## config.mk

```make
export PLATFORM = sky130hd
export DESIGN_NAME = uart_fifo_px
export DESIGN_NICKNAME = d
export VERILOG_FILES = /design/src/rtl/uart_fifo_px.sv
export SDC_FILE = /design/constraint.sdc
export NUM_CORES = 1
export LEC_CHECK = 0
export BUFFER_PORTS_ARGS = -buffer_cell sky130_fd_sc_hd__buf_2
export CORE_MARGIN = 2
export CORE_UTILIZATION = 40
export CTS_BUF_LIST = sky130_fd_sc_hd__clkbuf_8
export CTS_CLUSTER_DIAMETER = 80
export DETAILED_ROUTE_END_ITERATION = 6
export PLACE_DENSITY = 0.59
export SLEW_MARGIN = 20
export SYNTH_ARGS = -nofsm -noshare
export SYNTH_HDL_FRONTEND = slang
export SYNTH_SLANG_ARGS = --single-unit
```

## constraint.sdc

```tcl
create_clock -name clk -period 2.75 [get_ports clk]
set_input_delay 0.275 -clock clk [delete_from_list [all_inputs] [get_ports clk]]
set_output_delay 0.275 -clock clk [all_outputs]
set_load 0.01 [all_outputs]
```

## src/rtl/uart_fifo_px.sv

```systemverilog
// UART core with TX/RX FIFOs, runtime parity selection, 3-sample majority-vote
// reception and sticky parity/framing/overrun flags.

module uart_fifo_px_fifo #(
    parameter int W     = 8,
    parameter int DEPTH = 4
) (
    input  logic         clk,
    input  logic         nrst,
    input  logic         push,
    input  logic         pop,
    input  logic [W-1:0] din,
    output logic [W-1:0] dout,
    output logic         full,
    output logic         empty
);
    localparam int AW = $clog2(DEPTH);

    logic [W-1:0] mem [DEPTH];
    logic [AW:0]  wp, rp;
    logic         do_push, do_pop;

    assign empty   = (wp == rp);
    assign full    = (wp[AW] != rp[AW]) && (wp[AW-1:0] == rp[AW-1:0]);
    assign do_push = push && !full;
    assign do_pop  = pop && !empty;
    assign dout    = mem[rp[AW-1:0]];

    always_ff @(posedge clk or negedge nrst) begin
        if (!nrst) begin
            wp <= '0;
            rp <= '0;
        end else begin
            if (do_push) wp <= wp + 1'b1;
            if (do_pop)  rp <= rp + 1'b1;
        end
    end

    always_ff @(posedge clk) begin
        if (do_push) mem[wp[AW-1:0]] <= din;
    end
endmodule

module uart_fifo_px #(
    parameter int WIDTH_DATA = 8,
    parameter int NB_STOP    = 1,
    parameter int CLK_SIZE   = 434,
    parameter int WIDTH_CLK  = $clog2(CLK_SIZE),
    parameter int DEPTH      = 4
) (
    input  logic                  clk,
    input  logic                  nrst,
    input  logic                  i_rx,
    output logic                  o_tx,
    input  logic [WIDTH_DATA-1:0] i_data,
    input  logic                  i_we,
    output logic                  o_full,
    output logic                  o_mty,
    output logic [WIDTH_DATA-1:0] o_data,
    output logic                  o_rdy,
    input  logic                  i_re,
    input  logic [1:0]            i_par,
    input  logic                  i_clr_err,
    output logic                  o_perr,
    output logic                  o_ferr,
    output logic                  o_ovr,
    output logic [2:0]            o_dbg_tx_state,
    output logic [2:0]            o_dbg_rx_state
);
    typedef enum logic [2:0] {S_IDLE, S_START, S_DATA, S_PAR, S_STOP} state_t;

    localparam logic [WIDTH_CLK-1:0] CNT_MAX = WIDTH_CLK'(CLK_SIZE - 1);
    localparam logic [WIDTH_CLK-1:0] SMP0    = WIDTH_CLK'(CLK_SIZE / 2 - 1);
    localparam logic [WIDTH_CLK-1:0] SMP1    = WIDTH_CLK'(CLK_SIZE / 2);
    localparam logic [WIDTH_CLK-1:0] SMP2    = WIDTH_CLK'(CLK_SIZE / 2 + 1);
    localparam logic [3:0]           DATA_LAST = 4'(WIDTH_DATA - 1);
    localparam logic [3:0]           STOP_LAST = 4'(NB_STOP - 1);

    function automatic logic par_bit(input logic [1:0] mode, input logic [WIDTH_DATA-1:0] d);
        case (mode)
            2'b01:   return ^d;
            2'b10:   return ~^d;
            default: return 1'b1;
        endcase
    endfunction

    // ---------------- transmitter ----------------
    state_t                  tx_state, tx_next;
    logic [WIDTH_CLK-1:0]    tx_cnt;
    logic [3:0]              tx_bit;
    logic [WIDTH_DATA-1:0]   tx_sh, tx_head;
    logic [1:0]              tx_mode;
    logic                    tx_pbit, tx_tick, tx_pop, tx_empty, tx_line;

    uart_fifo_px_fifo #(.W(WIDTH_DATA), .DEPTH(DEPTH)) u_tx_fifo (
        .clk(clk), .nrst(nrst), .push(i_we), .pop(tx_pop), .din(i_data),
        .dout(tx_head), .full(o_full), .empty(tx_empty)
    );

    assign tx_tick = (tx_cnt == CNT_MAX);
    // The head stays queued through the start bit and is popped as DATA begins.
    assign tx_pop  = (tx_state == S_START) && tx_tick;

    always_comb begin
        tx_next = tx_state;
        tx_line = 1'b1;
        case (tx_state)
            S_IDLE:  if (!tx_empty) tx_next = S_START;
            S_START: begin
                tx_line = 1'b0;
                if (tx_tick) tx_next = S_DATA;
            end
            S_DATA: begin
                tx_line = tx_sh[0];
                if (tx_tick && tx_bit == DATA_LAST) tx_next = (tx_mode == 2'b00) ? S_STOP : S_PAR;
            end
            S_PAR: begin
                tx_line = tx_pbit;
                if (tx_tick) tx_next = S_STOP;
            end
            S_STOP:  if (tx_tick && tx_bit == STOP_LAST) tx_next = tx_empty ? S_IDLE : S_START;
            default: tx_next = S_IDLE;
        endcase
    end

    always_ff @(posedge clk or negedge nrst) begin
        if (!nrst) begin
            tx_state <= S_IDLE;
            tx_cnt   <= '0;
            tx_bit   <= '0;
            tx_sh    <= '0;
            tx_mode  <= 2'b00;
            tx_pbit  <= 1'b0;
            o_tx     <= 1'b1;
            o_mty    <= 1'b1;
        end else begin
            tx_state <= tx_next;
            tx_cnt   <= (tx_state == S_IDLE || tx_tick) ? '0 : tx_cnt + WIDTH_CLK'(1);
            if (tx_next != tx_state) tx_bit <= '0;
            else if (tx_tick)        tx_bit <= tx_bit + 4'd1;
            if (tx_pop) begin
                tx_sh   <= tx_head;
                tx_pbit <= par_bit(tx_mode, tx_head);
            end else if (tx_state == S_DATA && tx_tick) begin
                tx_sh <= tx_sh >> 1;
            end
            if (tx_next == S_START && tx_state != S_START) tx_mode <= i_par;
            o_tx  <= tx_line;
            o_mty <= (tx_state == S_IDLE) && tx_empty;
        end
    end

    // ---------------- receiver ----------------
    state_t                  rx_state, rx_next;
    logic [WIDTH_CLK-1:0]    rx_cnt;
    logic [3:0]              rx_bit;
    logic [WIDTH_DATA-1:0]   rx_sh, rx_head;
    logic [1:0]              rx_mode;
    logic                    rx_s1, rx_s2, rx_d, smp0, smp1;
    logic                    rx_fall, rx_tick, rx_vote, rx_maj, rx_push, rx_full, rx_empty;
    logic                    set_perr, set_ferr, set_ovr;

    uart_fifo_px_fifo #(.W(WIDTH_DATA), .DEPTH(DEPTH)) u_rx_fifo (
        .clk(clk), .nrst(nrst), .push(rx_push), .pop(i_re), .din(rx_sh),
        .dout(rx_head), .full(rx_full), .empty(rx_empty)
    );

    // Sync flops reset low so a line already low after reset never looks like an edge.
    assign rx_fall  = rx_d && !rx_s2;
    assign rx_tick  = (rx_cnt == CNT_MAX);
    assign rx_vote  = (rx_cnt == SMP2);
    assign rx_maj   = (smp0 & smp1) | (smp0 & rx_s2) | (smp1 & rx_s2);
    assign rx_push  = (rx_state == S_STOP) && rx_vote;
    assign set_perr = (rx_state == S_PAR) && rx_vote && (rx_maj != par_bit(rx_mode, rx_sh));
    assign set_ferr = rx_push && !rx_maj;
    assign set_ovr  = rx_push && rx_full;
    assign o_rdy    = !rx_empty;
    assign o_data   = rx_empty ? '0 : rx_head;

    always_comb begin
        rx_next = rx_state;
        case (rx_state)
            S_IDLE:  if (rx_fall) rx_next = S_START;
            S_START: begin
                if (rx_vote && rx_maj) rx_next = S_IDLE;
                else if (rx_tick)      rx_next = S_DATA;
            end
            S_DATA:  if (rx_tick && rx_bit == DATA_LAST) rx_next = (rx_mode == 2'b00) ? S_STOP : S_PAR;
            S_PAR:   if (rx_tick) rx_next = S_STOP;
            S_STOP:  if (rx_vote) rx_next = S_IDLE;
            default: rx_next = S_IDLE;
        endcase
    end

    always_ff @(posedge clk or negedge nrst) begin
        if (!nrst) begin
            rx_s1    <= 1'b0;
            rx_s2    <= 1'b0;
            rx_d     <= 1'b0;
            rx_state <= S_IDLE;
            rx_cnt   <= '0;
            rx_bit   <= '0;
            rx_sh    <= '0;
            rx_mode  <= 2'b00;
            smp0     <= 1'b1;
            smp1     <= 1'b1;
            o_perr   <= 1'b0;
            o_ferr   <= 1'b0;
            o_ovr    <= 1'b0;
        end else begin
            rx_s1    <= i_rx;
            rx_s2    <= rx_s1;
            rx_d     <= rx_s2;
            rx_state <= rx_next;
            rx_cnt   <= (rx_state == S_IDLE || rx_tick) ? '0 : rx_cnt + WIDTH_CLK'(1);
            if (rx_next != rx_state) rx_bit <= '0;
            else if (rx_tick)        rx_bit <= rx_bit + 4'd1;
            if (rx_cnt == SMP0) smp0 <= rx_s2;
            if (rx_cnt == SMP1) smp1 <= rx_s2;
            if (rx_state == S_DATA && rx_vote) rx_sh <= {rx_maj, rx_sh[WIDTH_DATA-1:1]};
            if (rx_state == S_START && rx_vote && !rx_maj) rx_mode <= i_par;
            o_perr <= set_perr | (o_perr & ~i_clr_err);
            o_ferr <= set_ferr | (o_ferr & ~i_clr_err);
            o_ovr  <= set_ovr  | (o_ovr  & ~i_clr_err);
        end
    end

    assign o_dbg_tx_state = tx_state;
    assign o_dbg_rx_state = rx_state;
endmodule

```

**Word level (Yosys, flattened, before mapping)**

Memory sizes are Yosys's and may differ from the RTL's.
Index checks and enable logic that the tools add are counted.

- Flip-flop bits (word level): 75
- Memories kept: 2
- Output and inout port bits: 21
- RAM bits: 64

Memories:

| memory | depth | bits a word | rd ports | clocked after memory_dff | wr ports | RTL line | RTL |
|---|---|---|---|---|---|---|---|
| u_rx_fifo.mem | 4 | 8 | 1 | 0 | 1 | 19 | `logic [W-1:0] mem [DEPTH];` |
| u_tx_fifo.mem | 4 | 8 | 1 | 0 | 1 | 19 |  |

- Bitwise gates (word level): 12
- $add $sub $neg: 8
- Muxes and demuxes: 32
- Reduce and logical (&&, ||, !) cells: 43
- Equality and inequality tests: 30

Operators by type and width:

| operator | number |
|---|---|
| 3-bit two-way mux | 13 |
| 3-bit case mux with 5 select lines | 2 |
| 9-bit by 8-bit equality test with 1-bit output, second input constant | 3 |
| 8-bit two-way mux | 3 |
| 1-bit logical AND | 23 |
| 9-bit by 1-bit adder with 9-bit output, second input constant | 2 |
| 9-bit equality test, second input constant | 2 |
| 9-bit two-way mux | 2 |
| 4-bit two-way mux | 4 |
| 8-bit XNOR reduction | 2 |
| 8-bit XOR reduction | 2 |
| 3-bit by 1-bit adder with 3-bit output, second input constant | 4 |
| 3-bit by 2-bit equality test with 1-bit output, second input constant | 4 |
| 3-bit by 1-bit equality test with 1-bit output, second input constant | 3 |
| 4-bit by 1-bit adder with 4-bit output, second input constant | 2 |
| 4-bit by 3-bit equality test with 1-bit output, second input constant | 2 |
| 1-bit bitwise AND | 6 |
| 3-bit equality test | 2 |
| 3-bit equality test, second input constant | 2 |
| 1-bit zero test | 6 |
| 3-bit zero test | 2 |
| 3-bit inequality test | 2 |
| 2-bit nonzero test | 3 |
| 1-bit two-way mux | 5 |
| 12 further kinds | 24 |

**Depth between registers and ports, before layout**

- Depth in word-level cells: 8
- Mapped depth: 9
- Mapped depth without buffers: 8

**Modules after synthesis**

A second synthesis with hierarchy kept.

- Cell total of the unflattened synthesis: 507
- Area, all modules: 6662.6 µm²

Modules (own cells, without submodules):

| module | area an instance (µm²) | instances | cells an instance |
|---|---|---|---|
| uart_fifo_px | 3338.2 | 1 | 327 |
| uart_fifo_px_fifo at u_tx_fifo | 1695.4 | 1 | 90 |
| uart_fifo_px_fifo at u_rx_fifo | 1629.1 | 1 | 90 |

**Worst setup path before layout**

Ideal clock, no wire load.

- Path type: flip-flop to flip-flop
- From: reg tx_bit[0]
- To: reg tx_bit[0]
- Library setup time: 127 ps
- Stages on the path, launching flop included: 9
- Buffers on the path: 0
- Arrival time: 2049 ps
- Setup slack: 574 ps
- Required time: 2623 ps
- Path through: dfrtp_1 -> inv_1 -> ha_1 -> or3b_1 -> o41a_1 -> or3_1 -> nor2b_1 -> o2111ai_2 -> nor2_1

- Cells in the longest elaborated chain, start to end: 6

RTL lines:

| item | RTL line | RTL |
|---|---|---|
| start, declared | 90 | `logic [3:0] tx_bit;` |
| start signal, assigned | 140 | `else if (tx_tick) tx_bit <= tx_bit + 4'd1;` |
| 4-bit by 3-bit equality test with 1-bit output or 4-bit zero test (tied branches) | 115, 121 |  |
| 1-bit logical AND, on equally long branches | 115, 121 |  |
| 3-bit two-way mux, on equally long branches | 115, 121 |  |
| 3-bit case mux with 5 select lines | 107 | `case (tx_state)` |
| 3-bit inequality test | 139 | `if (tx_next != tx_state) tx_bit <= '0;` |
| 4-bit two-way mux or 2-bit nonzero test (tied branches) | n/a |  |

Several ways; a longest one is shown, not always the timed one. The select of a mux whose other input is x is not followed.
A chain may end at the register's enable or synchronous reset.

**Worst setup path after layout**

Ends and elaborated chain as after synthesis.

==> impl_metrics.csv <==
group,metric,value,unit
logic_synthesis,synth_enable_flop_cells,64,
sta,timing.max_slew.rel_slack,52.7,%
final_layout,num-nets-final,572,
logic_synthesis,synth.net_count,518,
logic_synthesis,synth.avg_cell_area,13.3,um^2
clock_network,clockRootBuffer,"clkbuf_8",
logic_synthesis,synth_flop_cell,"dfrtp_1",
power_and_ir_drop,p_per_area,601,mW/mm^2
worst_setup_path,setup_slack_of_the_most_critical_reg_to_reg_path,0.36,ns
worst_hold_path,timing.hold.worst.start,"i_data[4]",
grt,first_pass_grt_wire_length,18500,um
worst_hold_path,hold_path.class,"primary input to register",
clock_network,clkTransAtPathRegs,0.08,ns
sta,fmaxAchievable,419,MHz
outcome,run_status,"finished, final reports clean",
power_and_ir_drop,power,4.31,mW
worst_setup_path,rr_endpoint,"tx_bit[0]$_DFFE_PN0P_",
final_layout,final_core_util,46.8,%
worst_setup_path,max_stage_delay,0.43,ns
sta,worst_hold_slack,0.0565,ns
worst_setup_path,worst_reg2reg_path_length_in_cells,8,
worst_setup_path,timing.critical_path.from_type,"register",
sta,finalCritPeriodShare,86.8,%
clock_network,cts_resized,0,
worst_setup_path,critPathKind,"register to register",
final_layout,antenna_cells,0,
routing,via_count,3645,
worst_setup_path,arrival,2.68,ns
logic_synthesis,synth.distinct_cells,51,
logic_synthesis,yosys_warnings,0,
logic_synthesis,synth_compound_gate_area_share,4.19,%
logic_synthesis,netlist.area_leader.share,30.4,%
place,final_gp_congestion,0.789,
grt,pin_count_of_the_biggest_net_entering_global_routing,76,
logic_synthesis,ys_seq_elements,139,
floorplanning,num_io_pins,37,
logic_synthesis,netlist_area,0.00633,mm^2
clock_network,clkLatencyLatePin,0.43,ns
worst_setup_path,critical_path_peak_fanout,4,
floorplanning,coreArea,0.0153,mm^2
logic_synthesis,main_combinational_cell_family_by_area_after_synthesis,"simple AND/OR/NAND/NOR gates",
worst_setup_path,cp_num_buf_inv,1,
floorplanning,fp.dieW,130,um
worst_setup_path,endpoint_kind,"register",
worst_setup_path,crit_family,"simple AND/OR/NAND/NOR gates",
routing,dr.pass1.iters,4,
clock_network,cts_buffer_depth,2,
sta,final_period_minus_worst_setup_slack,2.39,ns
logic_synthesis,synth_top_area_cell,"edfxtp_1",
routing,drt-vias-per-instance,4.83,
worst_setup_path,r2r_start,"tx_bit[0]$_DFFE_PN0P_",
clock_network,cts_max_level,4,
sta,tightest_slew,0.710,ns
routing,drt-wirelength-per-cell,14.4,um
routing,route.detailed.drc,0,
power_and_ir_drop,vdd_drop_max,377,uV
sta,grt_setup_unrepaired,"no",
power_and_ir_drop,leakage,2.98,nW
worst_setup_path,crit_chain,"inv_1 -> ha_1 -> or3b_1 -> o41a_1 -> or3_1 -> nor2b_1 -> o2111ai_2 -> nor2_1",
grt,gr-usage-all-layers,14.4,%
worst_hold_path,hold_crit_depth,1,
routing,drtIter0Drc,174,
routing,drt-total-wl,10900,um
grt,globalRoute.totalOverflow,0,
sta,final-hold-violation-count,0,
worst_setup_path,cp_max_stage_cell,"or3_1",
grt,grt_antenna_before_repair,0,
place,half_perimeter_wire_length_after_placement,7350,um
worst_setup_path,worst-endpoint-required,3.04,ns
sta,finalSetupTns,0,ns
worst_hold_path,hold_end,"u_tx_fifo.mem[1][4]$_DFFE_PP_",
logic_synthesis,post_synth_mux_area_share,9.96,%
final_layout,post_route_cells_drive_above_1_share,21.7,%
job,cap_violations,0,
grt,number_of_global_route_vias_before_repair,3763,
logic_synthesis,yosys.area_share.simple,11.9,%
clock_network,tritoncts_num_sinks,139,
logic_synthesis,synthCells,477,
routing,antenna_violating_nets_post_route,0,
floorplanning,floorplan.initialDensity,41.3,%
clock_network,tritoncts,"yes",
place,io_buffer_count,36,
sta,final-setup-viol-count,0,
floorplanning,die_height,130,um
logic_synthesis,post_synthesis_async_set_or_reset_flop_share,54.0,%
logic_synthesis,synth-seq-area-share,60.1,%
logic_synthesis,synth-adder-area-share,4.94,%
logic_synthesis,synth-xor-area-share,6.50,%
final_layout,syn2layout_area_growth,13.3,%
floorplanning,fp.dieArea,0.0168,mm^2
logic_synthesis,synthTopCellsByArea,"edfxtp_1 (30%), dfrtp_1 (28%), mux4_2 (5.7%)",
clock_network,number_of_buffers_created_by_cts,17,
sta,clock-skew-final,0.0141,ns
sta,finalMaxSlewViolations,0,
floorplanning,std_cell_rows,45,
## kinds of logic after synthesis
family                   Yosys count
multiplexers                      41
AO/OA/AOI/OAI                     43
XOR/XNOR                          47
flip-flops                       139
adder cells (fa/ha/maj)           25
AND/OR/NAND/NOR                  148
buffers and inverters             34
## synth_stat cells (2+ instances only)
cell and instances:
a21o_1 2, a21oi_1 15, and2_1 5, and3_1 5, buf_2 4, clkbuf_1 5
dfrtp_1 71, dfstp_2 4, edfxtp_1 64, ha_1 25, inv_1 23, mux2_2 16
mux2i_1 9, mux4_2 16, nand2_1 26, nand2b_1 5, nand3_1 13, nand3b_1 2
nand4_1 4, nor2_1 48, nor2b_1 9, nor3_1 8, nor3b_1 3, nor4_1 2
o21a_1 2, o21ai_0 13, o22ai_1 2, or2_2 4, or3_1 5, xnor2_1 27
xor2_1 20
## worst max path at each step
stage	slack [ns]	depth (start not counted)	startpoint	endpoint
floorplan	0.57	8	tx_bit[0]$_DFFE_PN0P_	tx_bit[0]$_DFFE_PN0P_
global placement	0.36	6	u_tx_fifo.rp[0]$_DFFE_PN0P_	tx_pbit$_DFFE_PN0P_
detailed placement	0.34	6	u_tx_fifo.rp[0]$_DFFE_PN0P_	tx_pbit$_DFFE_PN0P_
CTS	0.34	8	tx_bit[0]$_DFFE_PN0P_	tx_bit[0]$_DFFE_PN0P_
global route	0.20	8	rx_cnt[1]$_DFF_PN0_	rx_bit[3]$_DFFE_PN0P_
finish	0.36	8	tx_bit[0]$_DFFE_PN0P_	tx_bit[0]$_DFFE_PN0P_
## worst register-to-register path, delay by kind of cell (launching register included)
kind | cells | cell delay [ns]
DFF | 1 | 0.42
buffers and inverters | 1 | 0.07
adders and majority gates | 1 | 0.13
AOI/OAI and AO/OA | 2 | 0.58
and+or+nand+nor | 4 | 1.06
## area by class of cell
class,count,area [um^2]
Inverter,23,86.3
Clock buffer,17,234
Tap cell,211,264
Timing Repair Buffer,46,267
Fill cell,1382,8140
Multi-Input combinational cell,304,2380
Clock inverter,15,140
Sequential cell,139,3800
## what timing repair did
action | CTS | global route
endpoints found under the hold margin | 1 | 71
setup buffers | 0 | 0
hold buffers | 1 | 1
## metrics by stage
stage | cell area, um^2 | std cells | setup slack [ns]
floorplan | 6330 | 477 | 0.574
global placement | 6770 | 721 | 0.365
detailed placement | 6770 | 721 | 0.335
CTS | 7160 | 754 | 0.336
global route | 7170 | 755 | 0.197
finish | 7170 | 755 | 0.364
## registers in the layout (all words and copies together), names as in the netlist, 2 cells and up
register,cells
u_tx_fifo.rp,3
u_rx_fifo.rp,3
tx_sh,8
rx_sh,8
rx_bit,4
o_dbg_rx_state,3
o_dbg_tx_state,3
rx_mode,2
tx_cnt,9
rx_cnt,9
u_rx_fifo.mem,32
u_rx_fifo.wp,3
u_tx_fifo.wp,3
tx_mode,2
u_tx_fifo.mem,32
tx_bit,4
## power breakdown
| group | leakage, nW | internal (mW) | switching (mW) | total, mW |
|---|---|---|---|---|
| combinational | 1.27 | 0.156 | 0.230 | 0.386 |
| sequential | 1.51 | 2.30 | 0.0522 | 2.35 |
| clock | 0.197 | 0.792 | 0.780 | 1.57 |
| total | 2.98 | 3.25 | 1.06 | 4.31 |
## per-layer routing
| layer | track usage (%) | wire (um) | vias to the layer above |
|---|---|---|---|
| met3 | 4.02 | 257 | 11 |
| li1 | - | - | 1806 |
| met5 | 0 | 0 | - |
| met4 | 6.14 | 142 | 0 |
| met1 | 18.3 | 5200 | 1779 |
| met2 | 23.2 | 5260 | 49 |
## layout by cell type, fill, tap and decap left out, drive strengths merged, types with 3 or more instances in the layout
master / netlist / final
xnor2: 27 / 27
and2: 5 / 5
or3: 5 / 5
nor4: 3 / 3
o21ai: 14 / 14
nor3b: 3 / 3
dfrtp: 71 / 71
and3: 5 / 5
nand2b: 5 / 5
nor2b: 9 / 9
mux4: 16 / 16
mux2i: 9 / 9
xor2: 20 / 20
ha: 25 / 25
nor2: 48 / 48
dfstp: 4 / 4
or2: 4 / 4
buf: 5 / 44
nand2: 26 / 26
nor3: 9 / 9
a21oi: 16 / 16
inv: 23 / 26
edfxtp: 64 / 64
mux2: 16 / 16
clkbuf: 6 / 17
nand3: 13 / 13
clkinv: 0 / 8
nand4: 4 / 4
Note: power is estimated with default switching activity, not from simulation.
